<file path="src/rtl/ap3_io_pkg.sv">
// ============================================================================
// Module      : ap3_io_pkg
// Description : Shared IO-cell types, constants and helpers.
// Revision    : 1.0 - initial release
// ============================================================================
`default_nettype none

package ap3_io_pkg;

  typedef enum logic [0:0] {
    IDLE  = 1'b0,
    SHIFT = 1'b1
  } state_t;

  localparam logic IDLE_LEVEL_DFLT = 1'b0;

  // Counter width for a WIDTH-bit word; WIDTH-1 is the largest value held.
  function automatic int cnt_width(input int width);
    return $clog2(width);
  endfunction

endpackage

`default_nettype wire

</file>
<file path="src/rtl/out_ser_skid.sv">
// ============================================================================
// Module      : out_ser_skid
// Description : One-entry word buffer in front of the output serializer.
// Revision    : 1.0 - initial release
// ============================================================================
`default_nettype none

module out_ser_skid #(
  parameter int WIDTH = 4
) (
  input  logic             clk,
  input  logic             rst,
  input  logic [WIDTH-1:0] loadData,
  input  logic             loadValid,
  output logic             loadReady,
  input  logic             push_en,
  input  logic             pop,
  output logic [WIDTH-1:0] bufData,
  output logic             bufValid
);

  logic [WIDTH-1:0] data_q, data_d;
  logic             valid_q, valid_d;

  assign loadReady = !valid_q;
  assign bufData   = data_q;
  assign bufValid  = valid_q;

  always_comb begin
    data_d  = data_q;
    valid_d = valid_q;
    if (pop) begin
      valid_d = 1'b0;
    end else if (loadValid && loadReady && push_en) begin
      data_d  = loadData;
      valid_d = 1'b1;
    end
  end

  always_ff @(posedge clk or posedge rst) begin
    if (rst) begin
      data_q  <= '0;
      valid_q <= 1'b0;
    end else begin
      data_q  <= data_d;
      valid_q <= valid_d;
    end
  end

endmodule

`default_nettype wire

</file>
<file path="src/rtl/out_ser_reg.sv">
// ============================================================================
// Module      : out_ser_reg
// Description : Output IO cell: LSB-first parallel-to-serial pad driver.
// Revision    : 1.0 - initial release
// ============================================================================
`default_nettype none

module out_ser_reg
  import ap3_io_pkg::*;
#(
  parameter int   WIDTH      = 4,
  parameter logic IDLE_LEVEL = IDLE_LEVEL_DFLT
) (
  input  logic             clk,
  input  logic             rst,
  input  logic [WIDTH-1:0] loadData,
  input  logic             loadValid,
  output logic             loadReady,
  input  logic             hold,
  input  logic             sel,
  input  logic             bypassIn,
  output logic             dataOut,
  output logic             outEn,
  output logic             busy
);

  localparam int CNT_W = cnt_width(WIDTH);

  state_t           state_q, state_d;
  logic [WIDTH-1:0] shreg_q, shreg_d;
  logic [CNT_W-1:0] cnt_q, cnt_d;
  logic             dout_q, dout_d;
  logic             oe_q, oe_d;

  logic [WIDTH-1:0] buf_data;
  logic             buf_valid;
  logic             push_en;
  logic             pop;
  logic             accept;
  logic             slot;
  logic [WIDTH-1:0] word;

  out_ser_skid #(
    .WIDTH(WIDTH)
  ) u_skid (
    .clk      (clk),
    .rst      (rst),
    .loadData (loadData),
    .loadValid(loadValid),
    .loadReady(loadReady),
    .push_en  (push_en),
    .pop      (pop),
    .bufData  (buf_data),
    .bufValid (buf_valid)
  );

  assign accept = loadValid && loadReady;
  // A new word may start only when idle or when the last bit is on the pin.
  assign slot   = !hold && ((state_q == IDLE) || (cnt_q == '0));

  always_comb begin
    state_d = state_q;
    shreg_d = shreg_q;
    cnt_d   = cnt_q;
    dout_d  = dout_q;
    oe_d    = oe_q;
    push_en = 1'b1;
    pop     = 1'b0;
    word    = buf_valid ? buf_data : loadData;
    if (slot) begin
      push_en = 1'b0;
      if (buf_valid || accept) begin
        pop     = buf_valid;
        dout_d  = word[0];
        shreg_d = word >> 1;
        cnt_d   = CNT_W'(WIDTH - 1);
        oe_d    = 1'b1;
        state_d = SHIFT;
      end else begin
        dout_d  = IDLE_LEVEL;
        oe_d    = 1'b0;
        state_d = IDLE;
      end
    end else if (!hold && (state_q == SHIFT)) begin
      dout_d  = shreg_q[0];
      shreg_d = shreg_q >> 1;
      cnt_d   = cnt_q - CNT_W'(1);
    end
  end

  always_ff @(posedge clk or posedge rst) begin
    if (rst) begin
      state_q <= IDLE;
      shreg_q <= '0;
      cnt_q   <= '0;
      dout_q  <= IDLE_LEVEL;
      oe_q    <= 1'b0;
    end else begin
      state_q <= state_d;
      shreg_q <= shreg_d;
      cnt_q   <= cnt_d;
      dout_q  <= dout_d;
      oe_q    <= oe_d;
    end
  end

  assign dataOut = sel ? bypassIn : dout_q;
  assign outEn   = sel | oe_q;
  assign busy    = (state_q == SHIFT) | buf_valid;

endmodule

`default_nettype wire

</file>
<file path="config.mk">
export PLATFORM = sky130hd
export DESIGN_NAME = out_ser_reg
export DESIGN_NICKNAME = d
export VERILOG_FILES = /design/src/rtl/ap3_io_pkg.sv /design/src/rtl/out_ser_skid.sv /design/src/rtl/out_ser_reg.sv
export SDC_FILE = /design/constraint.sdc
export NUM_CORES = 1
export LEC_CHECK = 0
export BUFFER_PORTS_ARGS = -buffer_cell sky130_fd_sc_hd__buf_4
export CORE_ASPECT_RATIO = 1.1
export CORE_MARGIN = 4
export CORE_UTILIZATION = 31
export CTS_BUF_LIST = sky130_fd_sc_hd__clkbuf_4
export CTS_CLUSTER_DIAMETER = 200
export DETAILED_ROUTE_END_ITERATION = 7
export GPL_TIMING_DRIVEN = 0
export PLACE_DENSITY = 0.49
export RECOVER_POWER = 25
export SLEW_MARGIN = 10
export SYNTH_ARGS = -nofsm -noshare
export SYNTH_HDL_FRONTEND = slang
export SYNTH_SLANG_ARGS = --single-unit
</file>
<file path="constraint.sdc">
create_clock -name clk -period 2.15 [get_ports clk]
set_clock_uncertainty 0.15 [all_clocks]
set_input_delay 0 -clock clk [delete_from_list [all_inputs] [get_ports clk]]
set_output_delay 0 -clock clk [all_outputs]
set_load 0.05 [all_outputs]
</file>
## After elaboration in Yosys (flattened, before gate mapping)

Index checks and enable logic that the tools add are counted.

| word-level totals | value |
|---|---|
| output and inout port bits | 4 |
| flip-flop bits (word level) | 13 |
| word-level logic and storage cells | 42 |

| cells by class | value |
|---|---|
| bitwise gates (word level) | 4 |
| $add $sub $neg | 1 |
| equality and inequality tests | 1 |
| reductions and logical operators | 13 |
| mux-type cells | 17 |

Operators by type and width:

| kind | count |
|---|---|
| 4-bit two-way mux | 4 |
| 1-bit two-way mux | 10 |
| 2-bit two-way mux | 3 |
| 1-bit logical AND | 4 |
| 2-bit AND reduction | 2 |
| 2-bit nonzero test | 2 |
| 1-bit logical NOT | 2 |
| 2-bit logical NOT | 1 |
| 1-bit logical OR | 2 |
| 2-bit by 1-bit != test with 1-bit output (second input constant) | 1 |
| 1-bit inverter | 2 |
| 1-bit OR | 2 |
| 2-bit by 1-bit subtractor with 2-bit output (second input constant) | 1 |

## Longest topological paths before layout

| depth | value |
|---|---|
| word-level depth | 7 |
| gate-level depth with buffers | 5 |
| gate-level depth less buffers | 5 |

## Hierarchy

A second synthesis with hierarchy kept.

| unflattened totals | value |
|---|---|
| cell total of the unflattened synthesis | 62 |
| area total of the unflattened synthesis | 693.2 um^2 |

By module, submodules not included:

| module | times used | cells each | area each (um^2) | sequential area each (um^2) |
|---|---|---|---|---|
| out_ser_reg | 1 | 48 | 475.5 | 175.2 |
| out_ser_skid | 1 | 14 | 217.7 | 125.1 |

## Worst setup path before layout

Ideal clock, no wire load.

| timing path | value |
|---|---|
| kind | register -> register |
| start point | register cnt_q[0] |
| end point | register u_skid.data_q[0] (netlist: u_skid.bufData[0]) |
| setup time | 125 ps |
| cell stages (with the launch flop) | 6 |
| clock period less this slack | 1,544 ps |
| data required time | 1,875 ps |
| path slack | 606 ps |
| arrival | 1,269 ps |
| cells stage by stage | dfrtp_1 inv_1 ha_1 and2b_4 o21ai_4 mux2_4 |

| on the way | value |
|---|---|
| longest elaborated chain between the ends | 6 |

Ends and longest elaborated chain:

| what | RTL line | text |
|---|---|---|
| start: declaration | out_ser_reg.sv:31 | `logic [CNT_W-1:0] cnt_q, cnt_d;` |
| start signal: assignment | out_ser_reg.sv:101 | `cnt_q <= cnt_d;` |
| 2-bit logical NOT * | out_ser_reg.sv:59 | `assign slot = !hold && ((state_q == IDLE) \|\| (cnt_q == '0));` |
| 1-bit logical OR * | out_ser_reg.sv:59 |  |
| 1-bit logical AND * | out_ser_reg.sv:59 |  |
| 1-bit two-way mux | out_ser_reg.sv:70 | `if (slot) begin` |
| 1-bit logical AND / 1-bit inverter (equally long branches) | - |  |
| 2-bit AND reduction (no line) * | - |  |
| end signal: assignment | out_ser_skid.sv:45 | `data_q <= data_d;` |
| end: declaration | out_ser_skid.sv:22 | `logic [WIDTH-1:0] data_q, data_d;` |

Every way passes the cells marked *; elsewhere a longest branch is shown, timed or not.
A chain may end at the register's enable or synchronous reset.

## Worst setup path after layout

| timing path | value |
|---|---|
| start point | register cnt_q[0] |
| end point | register u_skid.data_q[1] (netlist: u_skid.bufData[1]) |

Same word-level chain as after synthesis.

==> flow_summary.toml <==
[status]
status = "finished, final reports clean"

[synthesis]
postSynthCellCount = 57
syn-cell-area_um2 = 645.6
yosysTopAreaCell = "dfrtp_1"
synthXorXnorAreaFrac = 0
synthArstFlopShare = 1.000
synth-seq-cells = 12
synthTopCellsByArea = "dfrtp_1, mux2_4, o21ai_4"
synthTopCellsByCount = "dfrtp_1, inv_1, mux2_4, nor2_1"
synth.area.mux_share = 0.1434
syn_nets = 68
yosysSeqAreaShare = 0.4651
ys.flop_type = "dfrtp_1"
yosys.area_share.simple = 0.1473
synth_edf_count = 0
yosysMostFrequentCell = "dfrtp_1"
yosys_warnings = 0
synth_top_area_frac = 0.4651
synth_fa_ha_area_frac = 0.01938
synth_compound_area_frac = 0.1764
synth_top_family_by_area = "compound AO/OA/AOI/OAI gates"
synth_cell_types = 30
syn_area_per_cell_um2 = 11.33

[drt]
vias = 495
drc = 0
wl_um = 1307
dr.first_iter.drc_count = 8
postRouteAntennaNets = 0
drt_first_pass_iters = 4
routedWlPerCell_um = 12.21
viasPerCell = 4.626

[placement]
gp_congestion = 0.7287
pre_cts_ws_ns = 0.4946
portBuffers = 12
place_area_um2 = 770.7
dp_hpwl_um = 988.2

[cells_and_area]
synthToLayoutAreaGrowth_pct = 33.72
drive_above_1_share = 0.3544
fin_util = 0.4318
nets = 92
n_antenna_cell = 0
design_area_um2 = 863.3

[global_route]
grt_pass1_vias = 501
antenna_found_initial = 0
grt_pass1_wl_um = 2201
grt_max_degree = 13
grt_use_total = 0.1057
grt_overflow_total = 0

[clock_tree]
h-tree-depth = 1
clock-root-buffer = "clkbuf_4"
clock_latency_ns = 0.26
postCtsResizedCells = 0
cts_tree = "built"
clock_sinks = 12
clkTransAtPathRegs_ns = 0.07
cts_made_buffers = 3
clockBufferDepth = 2

[power_and_ir_drop]
max-vdd-ir-drop_mv = 0.5842
p_leak_nw = 0.4065
power_density_mw_per_mm2 = 1251

[critical_path]
crit_path_max_fanout = 4
r2r_slack_ns = 0.49
critPathKind = "reg -> reg"
cp.arrival_ns = 1.67
crit_path_end_kind = "register"
start_kind = "register"
crit_required_ns = 2.15

[sta]
whs_ns = 0.1473
tns_ns = 0
period_share = 0.7741
setup_viol = 0
tightestPinTransition_ns = 0.4654
hold_viol_final = 0
rsz0062_at_grt = "no"
max_slew_margin = 0.6894
max_freq_ghz = 0.6009
setup_slack_ns = 0.4858
period_needed_ns = 1.664
drv_slew = 0

[die]
initial_core_util = 0.3229
row_count = 17
core_mm2 = 0.001999
die_x_um = 51.51
io_pins = 14
dieArea_mm2 = 0.002878
die_y_um = 55.87

[job]
cap_violations = 0

[min_path]
hold_path_class = "in -> async"
==> cell usage in the layout, fill, tap and decap left out, drive strengths merged <==
master       count
nor2             5
a22oi            1
inv              4
mux2i            1
a2bb2oi          1
nor3b            1
o21ai            4
a22o             1
o22a             1
nand2            3
dlygate4sd3      7
nand2b           2
a21o             1
buf             13
nor2b            1
a221oi           1
o221ai           1
ha               1
a31oi            1
o31ai            1
and2b            1
clkbuf           4
mux2             6
or2              3
a21oi            2
dfrtp           12
==> state kept, by name, summed over array words and instances, names as in the netlist <==
name / flops
cnt_q: 2
dout_q: 1
shreg_q: 3
state_q: 1
u_skid.bufData: 4
u_skid.bufValid: 1
==> metrics by stage <==
step                      std cells  power [mW]
after floorplan                  57      0.8215
after global placement           97      0.9395
after detailed placement         97      0.9475
after CTS                       107       1.097
after global routing            107       1.169
final                           107       1.080
==> cell type report <==
cell class	instances	area, um2
Sequential cell	12	300.3
Inverter	4	15.01
Timing Repair Buffer	19	160.2
Tap cell	28	35.03
Fill cell	208	1136
Clock buffer	3	22.52
Buffer	2	16.27
Multi-Input combinational cell	39	314.1
==> layer usage <==
metal  up-vias  GRT usage  part of all wire  wire, um
li1        246          -                 -         -
met2         8     0.1655              0.50       656
met1       237     0.1204              0.44       570
met3         4    0.05630             0.031        41
met4         0    0.03745             0.029        38
met5         -          0                 0         0
==> where the power goes <==
group / switching (mW) / internal (mW) / leakage, nW / total (mW)
registers: 0.0598 / 0.334 / 0.138 / 0.394
clock network: 0.0671 / 0.0647 / 0.0138 / 0.132
logic: 0.287 / 0.268 / 0.255 / 0.555
total: 0.413 / 0.666 / 0.406 / 1.08
==> path summary, 6_finish.rpt <==
check,from,to,cells after the start
setup reg to reg,cnt_q[0]$_DFFE_PP0P_,u_skid.bufData[1]$_DFFE_PP0P_,5
min in group clk,sel,outEn,3
hold reg to reg,dout_q$_DFFE_PP0P_,dout_q$_DFFE_PP0P_,2
max in group asynchronous,rst,dout_q$_DFFE_PP0P_,3
hold / removal,rst,u_skid.bufData[1]$_DFFE_PP0P_,3
setup / recovery,cnt_q[0]$_DFFE_PP0P_,u_skid.bufData[1]$_DFFE_PP0P_,5
==> cell families after synthesis <==
| kind of cell | Yosys count |
|---|---|
| AND/OR/NAND/NOR | 16 |
| AO/OA/AOI/OAI | 15 |
| flip-flops | 12 |
| multiplexers | 7 |
| buffers and inverters | 6 |
| adder cells (fa/ha/maj) | 1 |
==> worst max-delay path: stages (launching register included) <==
cell     delay, ns
dfrtp_1       0.39
inv_1         0.06
ha_1          0.19
and2b_4       0.22
o21ai_4       0.22
mux2_4        0.32
==> timing repair <==
action,in CTS,in global routing
setup endpoints to repair,0,0
hold endpoints to repair,21,0
hold buffers,7,0
buffers inserted,0,0
(Power assumes the default switching activity.)
